[config.mk]
export PLATFORM = sky130hd
export DESIGN_NAME = instruction_fetch_unit_flat
export DESIGN_NICKNAME = d
export VERILOG_FILES = /design/src/rtl/arm_pkg.sv /design/src/rtl/instruction_fetch_unit_if.sv /design/src/rtl/fetch_queue.sv /design/src/rtl/instruction_fetch_unit.sv /design/src/flat_wrapper.sv
export SDC_FILE = /design/constraint.sdc
export NUM_CORES = 1
export LEC_CHECK = 0
export BUFFER_PORTS_ARGS = -buffer_cell sky130_fd_sc_hd__buf_2
export CORE_ASPECT_RATIO = 0.7
export CORE_MARGIN = 3
export CORE_UTILIZATION = 28
export CTS_CLUSTER_DIAMETER = 40
export DETAILED_ROUTE_END_ITERATION = 7
export HOLD_SLACK_MARGIN = 0.08
export PLACE_DENSITY = 0.52
export SLEW_MARGIN = 25
export SYNTH_ARGS = -nofsm -noshare
export SYNTH_HDL_FRONTEND = slang
export SYNTH_SLANG_ARGS = --single-unit
[constraint.sdc]
create_clock -name clk -period 6 [get_ports clk]
set_clock_uncertainty 0.05 [all_clocks]
set_input_delay 0.9 -clock clk [delete_from_list [all_inputs] [get_ports clk]]
set_output_delay 0.9 -clock clk [all_outputs]
set_load 0.1 [all_outputs]
[src/rtl/arm_pkg.sv]
// ---------------------------------------------------------------------------
// arm_pkg
// Shared constants and types for the ARM pipeline front end.
//   ADDR_W / INSTR_W : address and instruction word widths
//   RESET_PC         : default PC after reset (word-aligned)
//   fetch_entry_t    : one prefetch queue entry {instr, pc_plus4}
//   word_align()     : clears the byte-offset bits of an address
// ---------------------------------------------------------------------------
package arm_pkg;

  localparam int ADDR_W  = 32;
  localparam int INSTR_W = 32;

  localparam logic [ADDR_W-1:0] RESET_PC = '0;

  typedef struct packed {
    logic [INSTR_W-1:0] instr;
    logic [ADDR_W-1:0]  pc_plus4;
  } fetch_entry_t;

  // Instruction addresses are always word-aligned; the low two bits of any
  // externally supplied address are meaningless and forced to zero.
  function automatic logic [ADDR_W-1:0] word_align(input logic [ADDR_W-1:0] addr);
    return {addr[ADDR_W-1:2], 2'b00};
  endfunction

endpackage

[src/rtl/instruction_fetch_unit_if.sv]
// ---------------------------------------------------------------------------
// instruction_fetch_unit_if
// Bundles the fetch unit's external buses:
//   imem_address / imem_instruction : instruction memory request/return
//   branch_taken / branch_target    : redirect from execute
//   out_valid / out_ready /
//   out_instruction / out_pc        : valid/ready handshake to decode
// Modports:
//   master : the fetch unit itself
//   slave  : the environment (memory, execute, decode)
// ---------------------------------------------------------------------------
interface instruction_fetch_unit_if;
  import arm_pkg::*;

  logic [ADDR_W-1:0]  imem_address;
  logic [INSTR_W-1:0] imem_instruction;
  logic               branch_taken;
  logic [ADDR_W-1:0]  branch_target;
  logic               out_valid;
  logic               out_ready;
  logic [INSTR_W-1:0] out_instruction;
  logic [ADDR_W-1:0]  out_pc;

  modport master (
    output imem_address,
    input  imem_instruction,
    input  branch_taken,
    input  branch_target,
    output out_valid,
    input  out_ready,
    output out_instruction,
    output out_pc
  );

  modport slave (
    input  imem_address,
    output imem_instruction,
    output branch_taken,
    output branch_target,
    input  out_valid,
    output out_ready,
    input  out_instruction,
    input  out_pc
  );

endinterface

[src/rtl/fetch_queue.sv]
// ---------------------------------------------------------------------------
// fetch_queue
// Synchronous FIFO of fetch_entry_t with a registered head entry.
//   clk, rst     : clock, synchronous active-high reset
//   push_i       : enqueue push_data_i (ignored when full without a pop)
//   pop_i        : consume the head entry (ignored when empty)
//   flush_i      : discard all entries; wins over push_i
//   push_data_i  : entry to enqueue
//   head_o       : current head entry (register)
//   valid_o      : head entry is valid (register)
//   full_o       : occupancy equals DEPTH
//   empty_o      : no valid entry
// DEPTH must be a power of two so the pointers wrap naturally.
// ---------------------------------------------------------------------------
module fetch_queue
  import arm_pkg::*;
#(
  parameter int DEPTH = 2
) (
  input  logic         clk,
  input  logic         rst,
  input  logic         push_i,
  input  logic         pop_i,
  input  logic         flush_i,
  input  fetch_entry_t push_data_i,
  output fetch_entry_t head_o,
  output logic         valid_o,
  output logic         full_o,
  output logic         empty_o
);

  localparam int PTR_W = (DEPTH > 1) ? $clog2(DEPTH) : 1;
  localparam int CNT_W = $clog2(DEPTH + 1);
  localparam logic [CNT_W-1:0] CNT_FULL = CNT_W'(DEPTH);
  localparam logic [CNT_W-1:0] CNT_ONE  = CNT_W'(1);

  fetch_entry_t     mem_q [DEPTH];
  fetch_entry_t     head_q, head_d;
  logic [PTR_W-1:0] wr_ptr_q, wr_ptr_d;
  logic [PTR_W-1:0] rd_ptr_q, rd_ptr_d;
  logic [CNT_W-1:0] cnt_q, cnt_d;
  logic             valid_q;
  logic             do_pop;
  logic             do_push;

  assign full_o  = (cnt_q == CNT_FULL);
  assign empty_o = ~valid_q;
  assign valid_o = valid_q;
  assign head_o  = head_q;

  // A pop frees a slot in the same cycle, so a full queue still accepts a push.
  assign do_pop  = pop_i & valid_q & ~flush_i;
  assign do_push = push_i & ~flush_i & (~full_o | do_pop);

  always_comb begin
    // NOTE: every output of a combinational block gets a default first, so no
    // path leaves it unassigned and no latch is inferred.
    wr_ptr_d = wr_ptr_q;
    rd_ptr_d = rd_ptr_q;
    cnt_d    = cnt_q;
    head_d   = head_q;

    if (flush_i) begin
      wr_ptr_d = '0;
      rd_ptr_d = '0;
      cnt_d    = '0;
      head_d   = '0;
    end else begin
      if (do_push) wr_ptr_d = wr_ptr_q + PTR_W'(1);
      if (do_pop)  rd_ptr_d = rd_ptr_q + PTR_W'(1);

      case ({do_push, do_pop})
        2'b10:   cnt_d = cnt_q + CNT_ONE;
        2'b01:   cnt_d = cnt_q - CNT_ONE;
        default: cnt_d = cnt_q;
      endcase

      // The head register must show the entry that sits at the read pointer
      // after this edge: the next stored entry, the one being pushed into an
      // empty slot, or nothing.
      if (do_pop) begin
        if (cnt_q > CNT_ONE) head_d = mem_q[rd_ptr_d];
        else if (do_push)    head_d = push_data_i;
        else                 head_d = '0;
      end else if (do_push && !valid_q) begin
        head_d = push_data_i;
      end
    end
  end

  always_ff @(posedge clk) begin
    // NOTE: sequential state uses non-blocking assignments so every register
    // samples the pre-edge values regardless of statement order.
    if (rst) begin
      wr_ptr_q <= '0;
      rd_ptr_q <= '0;
      cnt_q    <= '0;
      valid_q  <= 1'b0;
      head_q   <= '0;
      // NOTE: the storage array is cleared on reset as well, so no stale
      // instruction from before reset can ever reach the head register.
      for (int i = 0; i < DEPTH; i++) mem_q[i] <= '0;
    end else begin
      wr_ptr_q <= wr_ptr_d;
      rd_ptr_q <= rd_ptr_d;
      cnt_q    <= cnt_d;
      valid_q  <= (cnt_d != '0);
      head_q   <= head_d;
      if (do_push) mem_q[wr_ptr_q] <= push_data_i;
    end
  end

endmodule

[src/rtl/instruction_fetch_unit.sv]
// ---------------------------------------------------------------------------
// instruction_fetch_unit
// Fetch stage: holds the PC, requests one word per cycle from instruction
// memory, buffers {instruction, PC+4} in a prefetch queue and hands the head
// entry to decode. A taken branch flushes the queue and redirects the PC.
//   clk  : single clock, rising edge
//   rst  : synchronous active-high reset
//   bus  : instruction_fetch_unit_if.master
//          imem_address (PC register), imem_instruction (same-cycle return),
//          branch_taken / branch_target, out_valid / out_ready,
//          out_instruction / out_pc (head entry, PC+4 of that instruction)
// Parameters:
//   QUEUE_DEPTH : prefetch entries, power of two, >= 2
//   RESET_PC    : PC loaded on reset, word-aligned
// ---------------------------------------------------------------------------
module instruction_fetch_unit
  import arm_pkg::*;
#(
  parameter int                        QUEUE_DEPTH = 2,
  parameter logic [arm_pkg::ADDR_W-1:0] RESET_PC    = arm_pkg::RESET_PC
) (
  input  logic                     clk,
  input  logic                     rst,
  instruction_fetch_unit_if.master bus
);

  logic [ADDR_W-1:0] pc_q, pc_d;
  logic              q_full;
  logic              q_empty;
  logic              q_valid;
  logic              deq;
  logic              fetch;
  fetch_entry_t      push_entry;
  fetch_entry_t      head;

  // A handshake completes whenever the head is valid and decode is ready,
  // even in a branch cycle; the flush then simply discards the rest.
  assign deq   = bus.out_ready & ~q_empty;
  assign fetch = ~bus.branch_taken & (~q_full | deq);

  assign push_entry.instr    = bus.imem_instruction;
  assign push_entry.pc_plus4 = pc_q + ADDR_W'(4);

  always_comb begin
    pc_d = pc_q;
    if (bus.branch_taken) pc_d = word_align(bus.branch_target);
    else if (fetch)       pc_d = pc_q + ADDR_W'(4);
  end

  always_ff @(posedge clk) begin
    if (rst) pc_q <= RESET_PC;
    else     pc_q <= pc_d;
  end

  fetch_queue #(
    .DEPTH (QUEUE_DEPTH)
  ) u_queue (
    .clk         (clk),
    .rst         (rst),
    .push_i      (fetch),
    .pop_i       (deq),
    .flush_i     (bus.branch_taken),
    .push_data_i (push_entry),
    .head_o      (head),
    .valid_o     (q_valid),
    .full_o      (q_full),
    .empty_o     (q_empty)
  );

  assign bus.imem_address    = pc_q;
  assign bus.out_valid       = q_valid;
  assign bus.out_instruction = head.instr;
  assign bus.out_pc          = head.pc_plus4;

endmodule
[src/flat_wrapper.sv]
// flat-port wrapper written by rule: the top's interface ports become plain ports
module instruction_fetch_unit_flat import arm_pkg::*;
#(
  parameter int                        QUEUE_DEPTH = 2,
  parameter logic [arm_pkg::ADDR_W-1:0] RESET_PC    = arm_pkg::RESET_PC
)
  (clk, rst, bus_imem_address, bus_imem_instruction, bus_branch_taken, bus_branch_target, bus_out_valid, bus_out_ready, bus_out_instruction, bus_out_pc);
  instruction_fetch_unit_if bus_i ();
  input  logic clk;
  input  logic rst;
  output wire logic [$bits(bus_i.imem_address)-1:0] bus_imem_address;
  input wire logic [$bits(bus_i.imem_instruction)-1:0] bus_imem_instruction;
  input wire logic [$bits(bus_i.branch_taken)-1:0] bus_branch_taken;
  input wire logic [$bits(bus_i.branch_target)-1:0] bus_branch_target;
  output wire logic [$bits(bus_i.out_valid)-1:0] bus_out_valid;
  input wire logic [$bits(bus_i.out_ready)-1:0] bus_out_ready;
  output wire logic [$bits(bus_i.out_instruction)-1:0] bus_out_instruction;
  output wire logic [$bits(bus_i.out_pc)-1:0] bus_out_pc;
  assign bus_imem_address = bus_i.imem_address;
  assign bus_i.imem_instruction = bus_imem_instruction;
  assign bus_i.branch_taken = bus_branch_taken;
  assign bus_i.branch_target = bus_branch_target;
  assign bus_out_valid = bus_i.out_valid;
  assign bus_i.out_ready = bus_out_ready;
  assign bus_out_instruction = bus_i.out_instruction;
  assign bus_out_pc = bus_i.out_pc;
  instruction_fetch_unit #(.QUEUE_DEPTH(QUEUE_DEPTH), .RESET_PC(RESET_PC)) u_core (.clk(clk), .rst(rst), .bus(bus_i));
endmodule
==> results of run 1 <==
[layer usage]
| layer | global-route usage (%) | vias to the layer above | share of wire (%) |
|---|---|---|---|
| met5 | 0 | - | 0 |
| li1 | - | 3974 | - |
| met1 | 24.1 | 4107 | 48 |
| met3 | 3.88 | 36 | 6.4 |
| met4 | 3.65 | 0 | 1.5 |
| met2 | 24.5 | 236 | 44 |
[power by group through the flow]
stage	sequential, mW	clock (mW)	combinational [mW]
3_5_place_dp	1.78	0	0.519
4_1_cts	1.75	2.13	0.521
6_report	1.75	2.09	0.518
3_3_place_gp	1.77	0	0.517
5_1_grt	1.76	2.21	0.550
2_1_floorplan	1.98	0	0.174
[cells in the final DEF, fill, tap and decap left out, types with 3 or more instances in the layout]
cell type   synthesis  routed
a211oi_1           23      23
a21oi_1            68      67
a221oi_1            4       4
a31oi_1             5       5
and2_1             70      70
and3_1              5       5
and4_1              4       4
buf_2               2     158
buf_4               5      17
bufinv_16           0       3
clkbuf_1           69       4
clkbuf_16           0      37
clkbuf_8            0       3
clkinv_2            0       5
clkinvlp_4          0       3
conb_1              1       4
dfxtp_1            97      96
edfxtp_1          124     124
ha_1                5       5
inv_1               7       7
inv_6               0       8
mux2_2             10      10
mux2i_1            20      20
nand2_1            75      75
nand3_1            25      24
nand4_1             8       8
nor2_1            120     117
nor2_4              0       3
nor2b_1             4       4
nor3_1             16      15
nor4_1             17      17
o21ai_0            56      55
o221ai_1           37      37
o31a_1              4       4
o31ai_1            32      32
or3_1               5       5
xnor2_1            29      29
xor2_1             19      19
[logic make-up after synthesis]
kind of cell               count (synthesis)
DFF                                      221
and+or+nand+nor                          362
other                                      1
buffers and inverters                     92
muxes                                     30
adders and majority gates                  5
AOI/OAI and AO/OA                        249
xor gates and xnor gates                  48
[per-stage QoR]
stage          total power, mW  hold WS, ns  std cells  setup slack (ns)
2_1_floorplan             2.15        0.439       1011             0.846
3_3_place_gp              2.29        0.400       1575              2.35
3_5_place_dp              2.30        0.398       1575              2.29
4_1_cts                   4.40        0.405       1640              2.77
5_1_grt                   4.51        0.432       1642              2.64
6_report                  4.35        0.402       1642              2.79
[synth_stat cells (7+ instances only)]
| cell type | instances | share of area, % |
|---|---|---|
| edfxtp_1 | 124 | 36 |
| nor2_1 | 120 | 4.4 |
| dfxtp_1 | 97 | 19 |
| nand2_1 | 75 | 2.8 |
| and2_1 | 70 | 4.3 |
| clkbuf_1 | 69 | 2.5 |
| a21oi_1 | 68 | 3.3 |
| o21ai_0 | 56 | 2.7 |
| o221ai_1 | 37 | 3.2 |
| o31ai_1 | 32 | 2.3 |
| xnor2_1 | 29 | 2.5 |
| nand3_1 | 25 | 1.2 |
| a211oi_1 | 23 | 1.7 |
| mux2i_1 | 20 | 2.0 |
| xor2_1 | 19 | 1.6 |
| nor4_1 | 17 | 1.0 |
| nor3_1 | 16 | 0.78 |
| mux2_2 | 10 | 1.1 |
| nand4_1 | 8 | 0.49 |
| buf_1 | 7 | 0.26 |
| inv_1 | 7 | 0.26 |
[state kept, by name (all words and copies together), names as in the netlist]
| name | count |
|---|---|
| u_core.bus.imem_address | 30 |
| u_core.u_queue.cnt_q | 2 |
| u_core.u_queue.head_o | 62 |
| u_core.u_queue.mem_q | 124 |
| u_core.u_queue.rd_ptr_q | 1 |
| u_core.u_queue.valid_o | 1 |
| u_core.u_queue.wr_ptr_q | 1 |
[worst max-delay path: stages (launching register included)]
cell,delay (ns)
dfxtp_1,0.54
ha_1,0.28
nand3_1,0.40
or4_1,0.76
nor4_1,0.62
xnor2_1,0.23
nor2_1,0.07
[area by class of cell]
class / instances / area share [%]
repair buffers: 176 / 7.37
well taps: 472 / 4.64
clock buffers: 44 / 7.71
clock inverters: 21 / 1.77
multi-input cells: 698 / 33.7
inverters: 9 / 0.265
flip-flops and latches: 221 / 44.5
diodes: 1 / 0.0197
[worst max path at each step]
stage | slack, ns | depth (start not counted) | to | startpoint
finish | 2.79 | 6 | u_core.u_queue.mem_q[0][30] | u_core.bus.imem_address[2]
floorplan | 0.85 | 4 | u_core.u_queue.mem_q[0][10] | u_core.u_queue.valid_o
detailed placement | 2.29 | 7 | u_core.u_queue.head_o[11] | bus_branch_taken
CTS | 2.77 | 7 | u_core.u_queue.mem_q[0][18] | u_core.u_queue.cnt_q[0]
global route | 2.64 | 6 | u_core.u_queue.mem_q[1][30] | u_core.bus.imem_address[2]
global placement | 2.35 | 7 | u_core.u_queue.head_o[16] | bus_branch_taken
==> results by group, run 1 <==
Clock network
  – Hold-fix buffers, CTS: 0
  – Setup bufs post-CTS: 0
  – Clk buf depth: 3
  – Clk root buf: clkbuf_16
  – Resized cells post-CTS: 0
  – CTS Buf Count: 36
  – CTS tree: built
  – H-Tree Level Count: 2
  – Worst skew pair latency: 0.52 ns
  – Worst-path clk slew: 0.06 ns
  – CTS sink cnt: 221

Synth
  – Simple-gate portion of the synthesized area: 17.3%
  – Mapped Cells: 1,008
  – Main combinational cell family by area after synthesis: simple AND/OR/NAND/NOR gates
  – Synth Area in Compound Gates: 16.0%
  – Area share of xor/xnor cells in the synthesized design: 4.11%
  – Syn avg cell area: 10.2 µm²
  – Share of flip-flops with an asynchronous set or reset: 0%
  – Post-synthesis sequential area ratio: 55.4%
  – EDFF count, synth: 124
  – Synth cell types: 58
  – Synth Register Bits: 221
  – Post-synthesis mux area share: 3.06%
  – Mapped cell area: 10,200 µm²
  – Main synth FF type: edfxtp_1
  – Post-synthesis adder-cell area fraction: 0.611%
  – Ys Warns: 0

Timing
  – Max frequency: 0.311 GHz
  – Final Hold Vio Count: 0
  – TNS Setup: 0 ns
  – Slew headroom: 33.6%
  – Fin crit share: 53.6%
  – Post-route minimum period: 3.21 ns
  – Worst slew pin tran: 0.988 ns
  – Final Slew Violations: 0
  – RSZ-0062 raised after global routing: false
  – Final setup viols: 0

Global routing
  – Initial antenna violation count: 2
  – Gr usage total: 16.4%
  – Largest net degree at the start of global routing: 63
  – Vias in the first global route: 8,288
  – Overflow after GRT: 0
  – First-pass GRT wire length: 50,000 µm

Critical path
  – R2r startpoint: u_core.bus.imem_address[2]
  – R2R Setup Slk: 2.79 ns
  – Required @ worst endpoint: 6.21 ns
  – Worst reg2reg path depth: 6
  – Startpoint types: register
  – Worst r2r dst: u_core.u_queue.mem_q[0][30]
  – Crit path DAT: 3.42 ns
  – Max FO, Critical Path: 10
  – WS Path Type: reg2reg
  – Critical Path End Type: register

Pwr
  – Psw: 1.25 mW
  – Internal: 3.11 mW
  – Leak: 4.77 nW
  – Clk pwr share: 48.0%
  – Switching part of the total: 28.6%
  – Combinational share of power: 11.9%
  – PwrDens: 342 nW/µm²
  – Worst IR Drop VDD: 168 µV
  – Reg power frac: 40.1%

Die
  – Core ar.: 35,400 µm²
  – I/O pins: 165
  – Initial cell density of the core: 28.9%
  – Die area: 38,900 µm²
  – Die width: 235 µm
  – # rows: 57
  – Die span in y: 166 µm

Worst hold path
  – Number of cells on the worst hold path: 2
  – Path type of the worst min-delay path: reg2reg
  – Hold EP: u_core.u_queue.head_o[4]
  – Min-delay src: u_core.u_queue.head_o[4]

Detailed routing
  – Drt pass-1 iters: 5
  – Initial DRC Count: 565
  – Antenna Nets Post-Route: 0
  – DRC viols: 0
  – WL per Instance: 19.6 µm
  – Detailed Route WL: 32,300 µm
  – Total number of vias: 8,353
  – Avg Vias per Cell: 5.09

Place
  – Port bufs: 158
  – Placer Congestion: 0.844
  – Placed cell area: 11,500 µm²
  – Post-DP HPWL: 20,500 µm

Run status
  – Outcome: finished clean

Layout
  – Share of cells above drive strength 1: 23.0%
  – Layout Utilization: 36.0%
  – Area grow syn2layout: 24.4%
  – Register area: 5670 µm²
  – Fillers: 3,632
  – Post-route cell area: 12,700 µm²
  – # nets final: 1,215
  – Multi-input gate area: 4290 µm²

Flow run
  – Max Cap Viol: 0
(Power assumes the default switching activity.)
==> run 2: changes to the inputs <==
Clock period 6 ns to 3.3 ns, I/O delays scaled along.
==> results by group, run 2 (synthesis results as in run 1) <==
Place
  – Placer Congestion: 0.865 (was 0.844)
  – Post-Place Setup Slack: 0.528 ns (was 2.29 ns)
  – Port bufs: 158 (unchanged)
  – Placed cell area: 11,600 µm² (was 11,500 µm²)
  – Post-DP HPWL: 21,900 µm (was 20,500 µm)

Critical path
  – Startpoint types: register (unchanged)
  – Critical Path End Type: register (unchanged)
  – WS Path Type: reg2reg (unchanged)
  – Crit path DAT: 3.07 ns (was 3.42 ns)
  – Max FO, Critical Path: 8 (was 10)
  – Required @ worst endpoint: 3.49 ns (was 6.21 ns)

Detailed routing
  – Drt pass-1 iters: 5 (unchanged)
  – Avg Vias per Cell: 5.08 (was 5.09)
  – WL per Instance: 19.6 µm (about the same)
  – Detailed Route WL: 32,400 µm (was 32,300 µm)
  – Total number of vias: 8,399 (was 8,353)
  – Antenna Nets Post-Route: 0 (unchanged)
  – DRC viols: 0 (unchanged)
  – Initial DRC Count: 585 (was 565)

Global routing
  – Largest net degree at the start of global routing: 52 (was 63)
  – Initial antenna violation count: 1 (was 2)
  – GR Util met3: 3.77% (was 3.88%)
  – Overflow after GRT: 0 (unchanged)
  – Most used routing layer: met2 (unchanged)
  – First-pass GRT wire length: 49,900 µm (was 50,000 µm)
  – Gr usage total: 16.5% (was 16.4%)
  – Vias in the first global route: 8,303 (was 8,288)
  – Met2 Use GR: 24.9% (was 24.5%)
  – Global Route met1 Usage: 24.0% (was 24.1%)

Pwr
  – Clk pwr share: 45.8% (was 48.0%)
  – Combinational share of power: 12.6% (was 11.9%)
  – Internal: 5.38 mW (was 3.11 mW)
  – Worst IR Drop VDD: 336 µV (was 168 µV)
  – Switching part of the total: 29.3% (was 28.6%)
  – Total power: 7.61 mW (was 4.35 mW)
  – Reg power frac: 41.7% (was 40.1%)
  – PwrDens: 596 nW/µm² (was 342 nW/µm²)
  – Psw: 2.23 mW (was 1.25 mW)
  – Leak: 4.81 nW (was 4.77 nW)

Die
  – Die area: 38,900 µm² (unchanged)
  – Die span in y: 166 µm (unchanged)
  – Core ar.: 35,400 µm² (unchanged)
  – Die width: 235 µm (unchanged)
  – Initial cell density of the core: 28.9% (unchanged)
  – I/O pins: 165 (unchanged)
  – # rows: 57 (unchanged)

Layout
  – Layout Utilization: 36.1% (was 36.0%)
  – Commonest non-fill, non-tap cell in the layout: buf_2 (unchanged)
  – Fillers: 3,658 (was 3,632)
  – Share of cells above drive strength 1: 23.6% (was 23.0%)
  – Most frequent cells in the layout: buf_2 (158), edfxtp_1 (124), nor2_1 (117) (unchanged)
  – Max reg flops: 124 (unchanged)
  – Biggest register: u_core.u_queue.mem_q (unchanged)
  – # nets final: 1,229 (was 1,215)
  – Area grow syn2layout: 24.7% (was 24.4%)
  – Post-route cell area: 12,800 µm² (was 12,700 µm²)

Timing
  – Fin crit share: 87.0% (was 53.6%)
  – Final setup margin: 0.428 ns (was 2.79 ns)
  – Final setup viols: 0 (unchanged)
  – Final Hold Vio Count: 0 (unchanged)
  – Final Slew Violations: 0 (unchanged)
  – TNS Setup: 0 ns (unchanged)
  – Post-route minimum period: 2.87 ns (was 3.21 ns)
  – Slew headroom: 54.1% (was 33.6%)
  – Max frequency: 0.348 GHz (was 0.311 GHz)
  – Worst slew pin tran: 0.682 ns (was 0.988 ns)
  – RSZ-0062 raised after global routing: false (unchanged)

Flow run
  – Max Cap Viol: 0 (unchanged)

Clock network
  – Resized cells post-CTS: 0 (unchanged)
  – Clk root buf: clkbuf_16 (unchanged)
  – Worst skew pair latency: 0.51 ns (was 0.52 ns)
  – CTS tree: built (unchanged)
  – CTS sink cnt: 221 (unchanged)
  – Setup bufs post-CTS: 0 (unchanged)
  – Clk buf depth: 3 (unchanged)
  – Hold-fix buffers, CTS: 0 (unchanged)
  – Worst-path clk slew: 0.06 ns (about the same)
  – CTS Buf Count: 34 (was 36)
  – H-Tree Level Count: 2 (unchanged)

Worst hold path
  – Path type of the worst min-delay path: in2reg (was reg2reg)

Run status
  – Outcome: finished clean (unchanged)
-- run 2: changes by cell type in the layout (fill, tap and decap cells not counted), moves of 2 or more --
cell	previous run	this run
buf_4	17	31
bufinv_16	3	0
clkinv_4	2	5
buf_12	1	3
clkbuf_8	3	1
clkinv_2	5	3
-- run 2: power by group through the flow --
stage	registers, mW	clock network, mW	logic, mW
2_1_floorplan	3.60	0	0.318
3_3_place_gp	3.22	0	0.959
3_5_place_dp	3.23	0	0.963
4_1_cts	3.17	3.58	0.965
5_1_grt	3.19	3.69	1.02
6_report	3.17	3.48	0.955
-- run 2: through the flow --
stage / hold WS (ns) / cells
finish: 0.171 / 1654
detailed placement: 0.396 / 1592
floorplan: 0.439 / 1011
CTS: 0.142 / 1653
global route: 0.188 / 1654
global placement: 0.402 / 1592
-- run 2: worst paths after layout --
check | startpoint | to | slack (ns) | cells past startpoint
hold reg to reg | u_core.u_queue.head_o[3] | u_core.u_queue.head_o[3] | 0.40 | 2
setup reg to reg | u_core.bus.imem_address[10] | u_core.u_queue.mem_q[1][30] | 0.43 | 5
setup / recovery | u_core.bus.imem_address[10] | u_core.u_queue.mem_q[1][30] | 0.43 | 5
hold / removal | bus_branch_target[8] | u_core.bus.imem_address[8] | 0.17 | 3
-- run 2: layout make-up --
class | count | area (µm²) | area share [%]
inverters | 9 | 33.8 | 0.265
well taps | 472 | 591 | 4.63
clock inverters | 19 | 153 | 1.20
multi-input cells | 698 | 4270 | 33.5
clock buffers | 42 | 955 | 7.48
repair buffers | 192 | 1080 | 8.49
flip-flops and latches | 221 | 5670 | 44.4
diodes | 1 | 2.50 | 0.0196
-- run 2: worst max-delay path, cell delays in order (launching register included) --
cell and delay [ns]:
dfxtp_1 0.46, nand3_1 0.38, or4_1 0.77, nor4_1 0.64
xnor2_1 0.23, nor2_1 0.07
-- run 2: per-layer routing --
metal	vias up	wire length, µm
met1	4099	15600
met3	44	2130
met4	0	602
li1	4001	-
met2	255	14100
met5	-	0
==> run 3: changes to the inputs <==
Settings changed: ABC_AREA set to 1.
==> results by group, run 3 <==
Layout
  – Most frequent cells in the layout: nor2_1 (227), nand2_1 (207), buf_2 (158) (was buf_2 (158), edfxtp_1 (124), nor2_1 (117))
  – Layout Utilization: 35.8% (was 36.1%)
  – Max reg flops: 124 (unchanged)
  – Share of cells above drive strength 1: 21.5% (was 23.6%)
  – Commonest non-fill, non-tap cell in the layout: nor2_1 (was buf_2)
  – Area grow syn2layout: 23.6% (was 24.7%)
  – Antenna diode count: 0 (was 1)
  – # nets final: 1,390 (was 1,229)
  – Biggest register: u_core.u_queue.mem_q (unchanged)

Place
  – Port bufs: 158 (unchanged)
  – Post-DP HPWL: 21,100 µm (was 21,900 µm)
  – Placer Congestion: 0.884 (was 0.865)

Global routing
  – Largest net degree at the start of global routing: 63 (was 52)
  – Vias in the first global route: 8,632 (was 8,303)
  – Overflow after GRT: 0 (unchanged)
  – Initial antenna violation count: 1 (unchanged)
  – Gr usage total: 16.7% (was 16.5%)
  – First-pass GRT wire length: 51,600 µm (was 49,900 µm)

Detailed routing
  – Total number of vias: 8,646 (was 8,399)
  – WL per Instance: 18.0 µm (was 19.6 µm)
  – Antenna Nets Post-Route: 0 (unchanged)
  – Drt pass-1 iters: 5 (unchanged)
  – Avg Vias per Cell: 4.77 (was 5.08)
  – DRC viols: 0 (unchanged)
  – Detailed Route WL: 32,700 µm (was 32,400 µm)
  – Initial DRC Count: 613 (was 585)

Pwr
  – PwrDens: 623 nW/µm² (was 596 nW/µm²)
  – Worst IR Drop VDD: 360 µV (was 336 µV)
  – Leak: 5.31 nW (was 4.81 nW)

Synth
  – Top post-synthesis cells by count: nor2_1 (227), nand2_1 (209), edfxtp_1 (124) (was edfxtp_1 (124), nor2_1 (120), dfxtp_1 (97))
  – Synth cell types: 44 (was 58)
  – Ys Warns: 0 (unchanged)
  – Synth Register Bits: 221 (unchanged)
  – EDFF count, synth: 124 (unchanged)
  – Syn avg cell area: 8.81 µm² (was 10.2 µm²)
  – Largest area contributor in the netlist: edfxtp_1 (unchanged)
  – Mapped cell area: 10,300 µm² (was 10,200 µm²)
  – Share of flip-flops with an asynchronous set or reset: 0% (unchanged)
  – Top cells by area, synth: edfxtp_1 (36%), dfxtp_1 (19%), nor2_1 (8.3%), nand2_1 (7.6%), o21ai_0 (3.9%) (was edfxtp_1 (36%), dfxtp_1 (19%), nor2_1 (4.4%), and2_1 (4.3%), a21oi_1 (3.3%))
  – Post-synthesis sequential area ratio: 55.2% (was 55.4%)
  – Mapped Cells: 1,164 (was 1,008)
  – Most numerous cell in the Yosys netlist: nor2_1 (was edfxtp_1)
  – Share of the synthesized area in the top cell type: 36.3% (was 36.4%)
  – Main synth FF type: edfxtp_1 (unchanged)

Critical path
  – Critical Path End Type: register (unchanged)
  – WS Path Type: reg2reg (unchanged)
  – Crit path DAT: 2.71 ns (was 3.07 ns)
  – Required @ worst endpoint: 3.65 ns (was 3.49 ns)
  – Max FO, Critical Path: 7 (was 8)
  – Startpoint types: register (unchanged)

Die
  – # rows: 57 (unchanged)
  – I/O pins: 165 (unchanged)
  – Core ar.: 35,400 µm² (unchanged)
  – Initial cell density of the core: 29.0% (was 28.9%)
  – Die span in y: 166 µm (about the same)
  – Die area: 39,000 µm² (was 38,900 µm²)
  – Die width: 235 µm (about the same)

Clock network
  – Setup bufs post-CTS: 0 (unchanged)
  – Clk buf depth: 3 (unchanged)
  – Worst-path clk slew: 0.06 ns (about the same)
  – CTS sink cnt: 221 (unchanged)
  – Worst skew pair latency: 0.51 ns (about the same)
  – CTS Buf Count: 34 (unchanged)
  – Hold-fix buffers, CTS: 0 (unchanged)
  – Resized cells post-CTS: 0 (unchanged)
  – H-Tree Level Count: 2 (unchanged)
  – CTS tree: built (unchanged)
  – Clk root buf: clkbuf_16 (unchanged)

Run status
  – Outcome: finished clean (unchanged)

Timing
  – RSZ-0062 raised after global routing: false (unchanged)
  – Slew headroom: 43.0% (was 54.1%)
  – Max frequency: 0.424 GHz (was 0.348 GHz)
  – Worst slew pin tran: 0.855 ns (was 0.682 ns)
  – TNS Setup: 0 ns (unchanged)
  – Final Hold Vio Count: 0 (unchanged)
  – Post-route minimum period: 2.36 ns (was 2.87 ns)
  – Final setup viols: 0 (unchanged)
  – Fin crit share: 71.5% (was 87.0%)
  – Final Slew Violations: 0 (unchanged)

Flow run
  – Max Cap Viol: 0 (unchanged)

Worst hold path
  – Path type of the worst min-delay path: in2reg (unchanged)
## run 3: cell types whose count changed in the layout (fill, tap and decap cells not counted), sizes merged, moves of 13 or more
cell	delta
a21oi	-31
a31oi	+23
and2	-67
inv	+91
mux2i	-15
nand2	+145
nor2	+123
nor3	-13
nor4	-17
o21ai	+33
o221ai	-34
o22ai	+31
o31ai	-31
xnor2	-28
## run 3: area by class of cell
cell class              instances  area (µm²)
clock inverters                18         204
well taps                     472         591
inverters                     106         398
repair buffers                181        1010
fillers                      3743       22700
multi-input cells             773        3860
clock buffers                  43         946
flip-flops and latches        221        5670
## run 3: power breakdown
group | total, mW | internal (mW) | switching, mW
clock | 3.63 | 2.28 | 1.35
combinational | 1.10 | 0.206 | 0.897
sequential | 3.16 | 3.07 | 0.0844
## run 3: path summary, 6_finish.rpt
kind	to	depth (start not counted)	from	slack [ns]
setup / recovery	u_core.u_queue.head_o[22]	11	u_core.bus.imem_address[2]	0.94
hold / removal	u_core.bus.imem_address[30]	3	bus_branch_target[30]	0.21
setup reg to reg	u_core.u_queue.head_o[22]	11	u_core.bus.imem_address[2]	0.94
hold reg to reg	u_core.u_queue.wr_ptr_q	2	u_core.u_queue.wr_ptr_q	0.41
## run 3: per-layer routing
layer	vias to the layer above	part of all wire, %	GRT usage [%]	wire length [µm]
li1	4203	-	-	-
met2	234	43	25.8	14200
met3	41	6.5	4.03	2130
met4	2	1.4	3.46	450
met5	-	0.040	0	13
met1	4166	49	23.8	15900
## run 3: worst max-delay path, stage by stage, from the launching register on
cell	delay, ns
dfxtp_1	0.47
ha_1	0.35
inv_1	0.11
nor2_4	0.17
nand2_4	0.10
nor2_4	0.21
nand3_1	0.09
and2_2	0.24
nand2_1	0.13
nor2_1	0.07
nor2_1	0.20
nor2_1	0.06
## run 3: per-stage QoR
| stage | setup slack (ns) | power, mW | hold WS [ns] | cells | instance area [µm²] |
|---|---|---|---|---|---|
| finish | 0.940 | 7.89 | 0.206 | 1814 | 12700 |
| global route | 0.754 | 8.21 | 0.192 | 1814 | 12700 |
| CTS | 0.937 | 7.99 | 0.174 | 1814 | 12700 |
| detailed placement | 0.656 | 4.32 | 0.410 | 1753 | 11500 |
| global placement | 0.627 | 4.32 | 0.402 | 1753 | 11500 |
| floorplan | 0.180 | 4.03 | 0.390 | 1167 | 10300 |
## run 3: logic make-up after synthesis
family,share of synthesized area [%]
adder cells (fa/ha/maj),0.610
flip-flops,55.2
XOR/XNOR,1.35
multiplexers,0.598
AND/OR/NAND/NOR,21.1
buffers and inverters,7.38
other,0.0366
AO/OA/AOI/OAI,13.7
